`src/rtl/key_scan_loader.sv`:
```
// Serial key loader with even-parity check and brute-force lockout for a logic-locked core.
// Status outputs (key_out/key_valid/key_error/fail_count/locked_out) sit one register behind the FSM.
module key_scan_loader #(
  parameter int                   KEY_WIDTH    = 16,
  parameter logic [KEY_WIDTH-1:0] DEFAULT_KEY  = '0,
  parameter int                   MAX_ATTEMPTS = 3,
  parameter bit                   RELOAD_EN    = 1'b0
) (
  input  logic                 clk,
  input  logic                 rst,
  input  logic                 load_start,
  input  logic                 key_bit_in,
  input  logic                 key_bit_valid,
  output logic                 key_bit_ready,
  output logic [KEY_WIDTH-1:0] key_out,
  output logic                 key_valid,
  output logic                 key_error,
  output logic                 locked_out,
  output logic [3:0]           fail_count
);

  localparam int CW = $clog2(KEY_WIDTH + 1);

  typedef enum logic [2:0] {IDLE, SHIFT, CHECK, DONE, ERROR, LOCKOUT} state_t;

  state_t               state_q, state_d;
  logic [KEY_WIDTH-1:0] shreg_q, shreg_d;
  logic [KEY_WIDTH-1:0] key_q, key_d;
  logic [CW-1:0]        bit_cnt_q, bit_cnt_d;
  logic                 parity_q, parity_d;
  logic                 valid_q, valid_d;
  logic                 error_q, error_d;
  logic [3:0]           fail_q, fail_d;
  logic                 accept;

  logic [KEY_WIDTH-1:0] key_out_q;
  logic                 key_valid_q, key_error_q, locked_q;
  logic [3:0]           fail_out_q;

  always_comb begin
    state_d       = state_q;
    shreg_d       = shreg_q;
    bit_cnt_d     = bit_cnt_q;
    parity_d      = parity_q;
    key_d         = key_q;
    valid_d       = valid_q;
    error_d       = error_q;
    fail_d        = fail_q;
    key_bit_ready = (state_q == SHIFT);
    accept        = key_bit_ready && key_bit_valid;

    case (state_q)
      IDLE: begin
        if (load_start) begin
          state_d   = SHIFT;
          shreg_d   = '0;
          bit_cnt_d = '0;
        end
      end
      SHIFT: begin
        // A restart request beats a bit arriving in the same cycle.
        if (load_start) begin
          shreg_d   = '0;
          bit_cnt_d = '0;
        end else if (accept) begin
          if (bit_cnt_q == CW'(KEY_WIDTH)) begin
            parity_d = key_bit_in;
            state_d  = CHECK;
          end else begin
            for (int i = 0; i < KEY_WIDTH; i++) begin
              if (bit_cnt_q == CW'(i)) shreg_d[i] = key_bit_in;
            end
            bit_cnt_d = bit_cnt_q + CW'(1);
          end
        end
      end
      CHECK: begin
        if ((^shreg_q ^ parity_q) == 1'b0) begin
          key_d   = shreg_q;
          valid_d = 1'b1;
          error_d = 1'b0;
          state_d = DONE;
        end else begin
          fail_d  = (fail_q >= 4'(MAX_ATTEMPTS)) ? fail_q : fail_q + 4'd1;
          error_d = 1'b1;
          if (fail_d == 4'(MAX_ATTEMPTS)) begin
            key_d   = DEFAULT_KEY;
            valid_d = 1'b0;
            state_d = LOCKOUT;
          end else begin
            state_d = ERROR;
          end
        end
      end
      DONE: begin
        // On reload the previous key stays live until a new one passes CHECK.
        if (RELOAD_EN && load_start) begin
          state_d   = SHIFT;
          shreg_d   = '0;
          bit_cnt_d = '0;
        end
      end
      ERROR: begin
        if (load_start) begin
          state_d   = SHIFT;
          shreg_d   = '0;
          bit_cnt_d = '0;
          error_d   = 1'b0;
        end
      end
      LOCKOUT: begin
        key_d   = DEFAULT_KEY;
        valid_d = 1'b0;
      end
      default: state_d = IDLE;
    endcase
  end

  always_ff @(posedge clk) begin
    if (rst) begin
      state_q     <= IDLE;
      shreg_q     <= '0;
      bit_cnt_q   <= '0;
      parity_q    <= 1'b0;
      key_q       <= DEFAULT_KEY;
      valid_q     <= 1'b0;
      error_q     <= 1'b0;
      fail_q      <= 4'd0;
      key_out_q   <= DEFAULT_KEY;
      key_valid_q <= 1'b0;
      key_error_q <= 1'b0;
      locked_q    <= 1'b0;
      fail_out_q  <= 4'd0;
    end else begin
      state_q     <= state_d;
      shreg_q     <= shreg_d;
      bit_cnt_q   <= bit_cnt_d;
      parity_q    <= parity_d;
      key_q       <= key_d;
      valid_q     <= valid_d;
      error_q     <= error_d;
      fail_q      <= fail_d;
      key_out_q   <= key_q;
      key_valid_q <= valid_q;
      key_error_q <= error_q;
      locked_q    <= (state_q == LOCKOUT);
      fail_out_q  <= fail_q;
    end
  end

  assign key_out    = key_out_q;
  assign key_valid  = key_valid_q;
  assign key_error  = key_error_q;
  assign locked_out = locked_q;
  assign fail_count = fail_out_q;

endmodule

```
`config.mk`:
```
export PLATFORM = sky130hd
export DESIGN_NAME = key_scan_loader
export DESIGN_NICKNAME = d
export VERILOG_FILES = /design/src/rtl/key_scan_loader.sv
export SDC_FILE = /design/constraint.sdc
export NUM_CORES = 1
export LEC_CHECK = 0
export CAP_MARGIN = 20
export CORE_UTILIZATION = 35
export CTS_CLUSTER_DIAMETER = 80
export DETAILED_ROUTE_END_ITERATION = 8
export PLACE_DENSITY_LB_ADDON = 0.15
export RECOVER_POWER = 50
export SETUP_SLACK_MARGIN = 0.3
export SLEW_MARGIN = 10
export SYNTH_ARGS = -nofsm -noshare
export SYNTH_HDL_FRONTEND = slang
export SYNTH_SLANG_ARGS = --single-unit
```
`constraint.sdc`:
```
create_clock -name clk -period 2.05 [get_ports clk]
set_input_delay 0.5125 -clock clk [delete_from_list [all_inputs] [get_ports clk]]
set_output_delay 0.5125 -clock clk [all_outputs]
set_load 0.02 [all_outputs]
```
==> metrics, run 1 <==
maxcap violations 0; cell area after layout roughly 3900 µm²; CP Data Arrival Time roughly 2.3 ns; pwr/cell area slightly below 800 nW/µm²; Worst Hold Depth 2; Synth top area share between 40 and 50%; Reg clk slew, reported paths 0.07 ns; GRT Residual Overflow 0; DR vias/cell around 4.6; Seq/Total Area, Yosys a little under half; Clk pwr share between 40% and 50%; Antenna Nets Post-Route 0; Reg power frac a little under half; Rows 33; DRC 0; Synth Register Bits 70; core box area 8180 µm²; cell taking the most area after synthesis dfxtp_1; Critical Path RT 2.29 ns; cell with the most instances after synthesis dfxtp_1; Crit. End Element register; CP startpoint kind register; Setup CP Type reg -> reg; initial antenna violation count 0; synthesized area between 2000 and 3000 µm²; wirelength, routed between 5 and 6 mm; RSZ-0062 raised after global routing yes; Yosys warning total 0; outcome finished, final reports clean; synth unique cells 36; Mapped Cells 301; DIE WIDTH ~94 µm; switching power total 0.701 mW; ANT cells 0; # clock sinks 70; Tmin final approximately 2.0 ns; I/O Buffers 28; initial DRC count 95; Sw Ratio 23.1%; Area Overhead vs Synth 32.6%; Fmax between 0.4 and 0.5 GHz; Largest stage delay, worst path approximately 0.4 ns; number of buffers and inverters on the critical path 1; GP Congestion a little over 0.8; Max-slew headroom around three fifths; Synth top cells by count dfxtp_1 (70), nor2b_1 (32), nand2_1 (31), nor2_1 (31), mux2i_1 (25); cell total after placement 450; Synth area leaders dfxtp_1 (48%), mux2i_1 (8.5%), nor2b_1 (6.8%), nand2_1 (4.0%), nor2_1 (4.0%); gr usage total between 10 and 15%; Crit path depth 6; I/O pin count 29; share of layout cells above drive strength 1 roughly a fifth; Synth async-reset ratio 0%; CTS tree yes; syn nets roughly 310; Avg Cell Area, Syn 9.75 µm²; Post-synth EDFFs 0; leakage power total 1.73 nW; Main synth FF type dfxtp_1; Crit Path Max Fanout 5; routed vias around 2,200; first-pass GRT wire length approximately 9.7 mm; CP Cell Sequence xnor3_1 > xnor3_1 > xnor3_2 > buf_12 > nor2_4 > mux2_4; initial core utilization a little over a third; maximum VDD drop roughly 480 µV; Clock Path Buffers 2; Non-Filler Instances 470; Worst path slowest cell xnor3_1; Reg2Reg Depth 6; Fin. Hold Viols 0; Pins Over Slew Limit 0; Post-DP Area 3600 µm²; CTS Buf Count 9; Initial DRT Pass Iterations 4; wire length per cell approximately 12 µm; Top Family by Delay on Critical Path XOR/XNOR gates; vias in the first global route just over 2,000; later-pin clock latency in the skew report around 0.35 ns; dpl hpwl 4.04 mm; Final setup viols 0; H-tree depth 3; die area approximately 9000 µm²; nets roughly 370; Root Buffer Master clkbuf_8; min-delay worst type reg -> reg; Die H 93.6 µm; pin count of the biggest net entering global routing 31; # hold bufs at CTS 0; combinational share of power 11.1%; P_int 2.33 mW; worst-margin pin slew 0.606 ns; final worst path period share 99.9%; Pwr Total ~3.0 mW; hold_ws 0.455 ns; Worst Clk Skew approximately 0.0070 ns; crit-path most repeated cell xnor3_1
## placed cells by master, fill, tap and decap left out, drive strengths merged, types with 2 or more instances in the layout
| cell | synthesis | routed |
|---|---|---|
| a21o | 3 | 3 |
| nor3b | 4 | 4 |
| inv | 6 | 7 |
| nand3 | 7 | 7 |
| a21oi | 21 | 21 |
| ha | 6 | 6 |
| xnor2 | 10 | 10 |
| mux2i | 25 | 25 |
| nor2 | 31 | 31 |
| dfxtp | 70 | 70 |
| nand2 | 32 | 33 |
| o21ai | 3 | 3 |
| a22o | 8 | 8 |
| dlygate4sd2 | 0 | 23 |
| bufinv | 0 | 2 |
| clkbuf | 13 | 14 |
| nand2b | 4 | 4 |
| mux2 | 2 | 2 |
| xnor3 | 4 | 4 |
| buf | 2 | 34 |
| or3b | 3 | 3 |
| clkdlybuf4s50 | 0 | 2 |
| a311oi | 2 | 2 |
| nor3 | 3 | 3 |
| nor2b | 32 | 32 |
## registers in the layout, indices dropped and copies added, names as in the netlist
name	flops
error_q	1
key_q	16
key_out	16
shreg_q	16
bit_cnt_q	5
parity_q	1
fail_count	4
valid_q	1
key_error	1
state_q	3
locked_out	1
key_valid	1
fail_q	4
## kinds of logic (layout without fill, tap and decap cells)
| kind of cell | after synthesis | after routing | synth area share (%) |
|---|---|---|---|
| and+or+nand+nor | 121 | 122 | 21.4 |
| xor gates and xnor gates | 15 | 15 | 6.40 |
| DFF | 70 | 70 | 47.8 |
| adders and majority gates | 6 | 6 | 2.56 |
| buffers and inverters | 21 | 84 | 2.77 |
| muxes | 27 | 27 | 9.30 |
| AOI/OAI and AO/OA | 41 | 41 | 9.81 |
## metrics by stage
step           worst slack (ns)  setup TNS (ns)  util (%)
2_1_floorplan             0.137               0         -
3_3_place_gp            0.00296               0      44.1
3_5_place_dp            -0.0138         -0.0634      44.1
4_1_cts                -0.00706         -0.0226      47.5
5_1_grt                 -0.0760           -1.02      47.6
6_report                0.00265               0      47.6
## power by group through the flow
stage / clock network [mW] / logic, mW / registers, mW
floorplan: 0 / 0.183 / 1.41
global placement: 0 / 0.282 / 1.42
detailed placement: 0 / 0.283 / 1.42
CTS: 1.36 / 0.337 / 1.38
global route: 1.42 / 0.358 / 1.39
finish: 1.31 / 0.335 / 1.38
## layout make-up
| cell class | count | area (µm²) |
|---|---|---|
| repair buffers | 62 | 542 |
| well taps | 105 | 131 |
| clock buffers | 12 | 165 |
| clock inverters | 4 | 76.3 |
| inverters | 6 | 22.5 |
| fillers | 825 | 4290 |
| flip-flops and latches | 70 | 1410 |
| multi-input cells | 211 | 1550 |
## worst reg2reg max path: cells and delay by family (launching register included)
kind | cells | cell delay [ns]
AND/OR/NAND/NOR | 1 | 0.10
buffers and inverters | 1 | 0.15
flip-flops | 1 | 0.32
multiplexers | 1 | 0.30
XOR/XNOR | 3 | 1.06
## metal layers
layer	part of all wire, %	GRT usage [%]	vias up
li1	-	-	1133
met1	47	17.3	967
met3	4.3	4.63	10
met4	1.8	6.79	0
met2	46	24.0	43
met5	0	0	-
## final timing paths
path	start	endpoint	slack, ns
setup / recovery	shreg_q[11]	fail_q[0]	0.003
hold / removal	key_q[6]	key_q[6]	0.46
setup reg to reg	shreg_q[11]	fail_q[0]	0.003
hold reg to reg	key_q[6]	key_q[6]	0.46
## what timing repair did
action,in CTS,in global routing
pin swaps,2,1
setup buffers,3,0
setup endpoints to repair,46,35
gates resized for setup,34,5
cloned,1,0
Power figures use the tool's default switching activity.
==> run 2, diff against run 1 <==
--- a/config.mk
+++ b/config.mk
@@ -5,6 +5,7 @@
 export SDC_FILE = /design/constraint.sdc
 export NUM_CORES = 1
 export LEC_CHECK = 0
+export ABC_AREA = 1
 export CAP_MARGIN = 20
 export CORE_UTILIZATION = 35
 export CTS_CLUSTER_DIAMETER = 80
==> run 2 against run 1 <==
- area after synthesis increased by 11%
- power increased by 110%
- sequential share of layout area decreased by 0.40 points
- die area increased by 11%
- critical endpoint is now key_bit_ready
- largest cell class unchanged
- highest routed layer unchanged
==> metrics, run 2 <==
Seq/Total Area, Yosys 43.0% (was 47.8%); Root Buffer Master clkbuf_8 (unchanged); Layout Utilization 45.2% (was 47.6%); most common cell after layout, fill and taps aside nor2_1 (was dfxtp_1); Worst Clk Skew 0.0104 ns (was 0.00699 ns); combinational share of power 51.5% (was 11.1%); Fin. Hold Viols 0 (unchanged); Sw Ratio 46.7% (was 23.1%); Antenna Nets Post-Route 0 (unchanged); cell taking the most area after synthesis dfxtp_1 (unchanged); routed vias 2,706 (was 2,153); syn nets 444 (was 312); hold_ws 0.419 ns (was 0.455 ns); GRT Residual Overflow 0 (unchanged); first-pass GRT wire length 11.4 mm (was 9.65 mm); Setup CP Type reg -> out (was reg -> reg); Clk pwr share 15.7% (was 43.3%); leakage power total 1.81 nW (was 1.73 nW); wire length per cell 11.5 µm (was 12.4 µm); switching power total 2.95 mW (was 0.701 mW); dpl hpwl 4.83 mm (was 4.04 mm); worst-margin pin slew 0.579 ns (was 0.606 ns); die area 9700 µm² (was 8750 µm²); Synth Register Bits 70 (unchanged); Clock Path Buffers 2 (unchanged); Yosys warning total 0 (unchanged); DIE WIDTH 98.5 µm (was 93.6 µm); Synth top area share 43.0% (was 47.8%); RSZ-0062 raised after global routing yes (unchanged); final worst path period share 82.6% (was 99.9%); min-delay worst type reg -> reg (unchanged); Post-synth EDFFs 0 (unchanged); Pwr Total 6.32 mW (was 3.03 mW); Post-DP Area 3650 µm² (was 3600 µm²); Synth area leaders dfxtp_1 (43%), nand2_1 (8.2%), nor2_1 (8.2%), inv_1 (6.2%), nand3_1 (3.8%) (was dfxtp_1 (48%), mux2i_1 (8.5%), nor2b_1 (6.8%), nand2_1 (4.0%), nor2_1 (4.0%)); cell area after layout 4000 µm² (was 3890 µm²); Final setup viols 0 (unchanged); initial core utilization 36.8% (was 35.9%); initial DRC count 82 (was 95); CP Data Arrival Time 1.18 ns (was 2.28 ns); reg2reg start state_q[1] (was shreg_q[11]); Reg power frac 32.8% (was 45.7%); outcome finished, final reports clean (unchanged); R2R Path End bit_cnt_q[0] (was fail_q[0]); Adder-Cell Fraction of Synth Area 2.31% (was 2.56%); maximum VDD drop 706 µV (was 479 µV); Fmax 0.590 GHz (was 0.488 GHz); Max-slew headroom 61.4% (was 59.6%); P_int 3.37 mW (was 2.33 mW); pwr/cell area 1580 nW/µm² (was 779 nW/µm²); share of layout cells above drive strength 1 22.2% (was 20.0%); DR vias/cell 4.59 (was 4.58); CTS Buf Count 9 (unchanged); pin count of the biggest net entering global routing 29 (was 31); ANT cells 0 (unchanged); most frequent cells in the layout nor2_1 (69), nand2_1 (65), inv_1 (51), dfxtp_1 (51), dlygate4sd2_1 (23) (was dfxtp_1 (67), nand2_1 (31), nor2b_1 (31), nor2_1 (30), buf_4 (28)); flop-to-flop setup slack 0.40 ns (was 0.003 ns); CP startpoint kind register (unchanged); simple-gate share of the synthesized area 31.7% (was 21.4%); Reg2Reg Depth 8 (was 6); Synth top cells by count nand2_1 (71), nor2_1 (71), dfxtp_1 (70), inv_1 (54), nand3_1 (25) (was dfxtp_1 (70), nor2b_1 (32), nand2_1 (31), nor2_1 (31), mux2i_1 (25)); Synth Area in Compound Gates 9.80% (was 9.81%); Pins Over Slew Limit 0 (unchanged); H-tree depth 3 (unchanged); synth unique cells 39 (was 36); DRC 0 (unchanged); post-synthesis xor/xnor area fraction 3.23% (was 6.40%); Critical Path RT 1.54 ns (was 2.29 ns); synthesized area 3260 µm² (was 2930 µm²); Avg Cell Area, Syn 7.52 µm² (was 9.75 µm²); initial antenna violation count 0 (unchanged); gr usage total 14.8% (was 14.6%); Area Overhead vs Synth 22.9% (was 32.6%); Crit Path Max Fanout 4 (was 5); Crit. End Element output port (was register); Rows 34 (was 33); I/O pin count 29 (unchanged); nets 487 (was 371); Reg clk slew, reported paths 0.08 ns (was 0.07 ns); Mapped Cells 433 (was 301); setup tns final 0 ns (unchanged); hold wc startpoint key_q[0] (was key_q[6]); GP Congestion 0.816 (was 0.821); maxcap violations 0 (unchanged); wirelength, routed 6.77 mm (was 5.83 mm); CTS tree yes (unchanged); Synth async-reset ratio 0% (unchanged); Main synth FF type dfxtp_1 (unchanged); worst hold endpoint key_out[0] (was key_q[6]); vias in the first global route 2,444 (was 2,039); Die H 98.5 µm (was 93.6 µm); Tmin final 1.69 ns (was 2.05 ns); Worst Hold Depth 2 (unchanged); later-pin clock latency in the skew report 0.35 ns (about the same); Initial DRT Pass Iterations 7 (was 4); # clock sinks 70 (unchanged); main combinational cell family by area after synthesis simple AND/OR/NAND/NOR gates (unchanged); I/O Buffers 28 (unchanged); core box area 8850 µm² (was 8180 µm²); mux contribution to synthesized area 0% (was 9.30%)
## run 2: cell type report
class                   count  area [µm²]
fillers                   912        4840
multi-input cells         292        1650
flip-flops and latches     70        1430
repair buffers             45         384
inverters                  58         228
well taps                 108         135
clock buffers               9         124
clock inverters             7        50.0
## run 2: layer usage
layer	wire length, µm	up-vias	share of wire [%]	track usage [%]
li1	-	1463	-	-
met1	3290	1192	49	18.8
met2	3160	45	47	23.6
met3	237	6	3.5	4.61
met4	80	0	1.2	5.86
met5	0	-	0	0
## run 2: power by group through the flow
stage | combinational, mW | sequential [mW] | clock (mW)
finish | 3.26 | 2.07 | 0.995
floorplan | 2.36 | 1.97 | 0
global route | 3.68 | 2.12 | 1.09
detailed placement | 2.88 | 2.00 | 0
global placement | 2.83 | 2.00 | 0
CTS | 2.92 | 1.97 | 1.03
## run 2: worst max-delay path by stage
stage | start | to | slack, ns | cells after the start
2_1_floorplan | state_q[1] | shreg_q[1] | 0.48 | 11
3_3_place_gp | load_start | bit_cnt_q[3] | 0.05 | 8
3_5_place_dp | load_start | bit_cnt_q[0] | 0.008 | 7
4_1_cts | state_q[1] | key_bit_ready | 0.26 | 4
5_1_grt | shreg_q[8] | key_q[12] | 0.27 | 9
6_report | state_q[1] | key_bit_ready | 0.36 | 4
## run 2: what timing repair did
item | 4_1_cts | 5_1_grt
setup buffers | 3 | 4
pin swaps | 0 | 7
resized for setup | 27 | 54
hold buffers | 0 | 0
setup endpoints to repair | 33 | 38
cloned | 0 | 0
## run 2: cell families after synthesis
| group | count (synthesis) |
|---|---|
| DFF | 70 |
| and+or+nand+nor | 220 |
| xor gates and xnor gates | 12 |
| AOI/OAI and AO/OA | 54 |
| adders and majority gates | 6 |
| buffers and inverters | 71 |
## run 2: critical path, cell delays in order (launching register included)
cell,delay (ns)
dfxtp_2,0.35
inv_2,0.09
nand2_4,0.06
nor2_4,0.18
buf_6,0.14
## run 2: through the flow
step           std cells  setup slack (ns)
6_report             589             0.356
5_1_grt              589             0.271
4_1_cts              585             0.262
3_5_place_dp         566           0.00834
3_3_place_gp         566            0.0547
2_1_floorplan        433             0.481
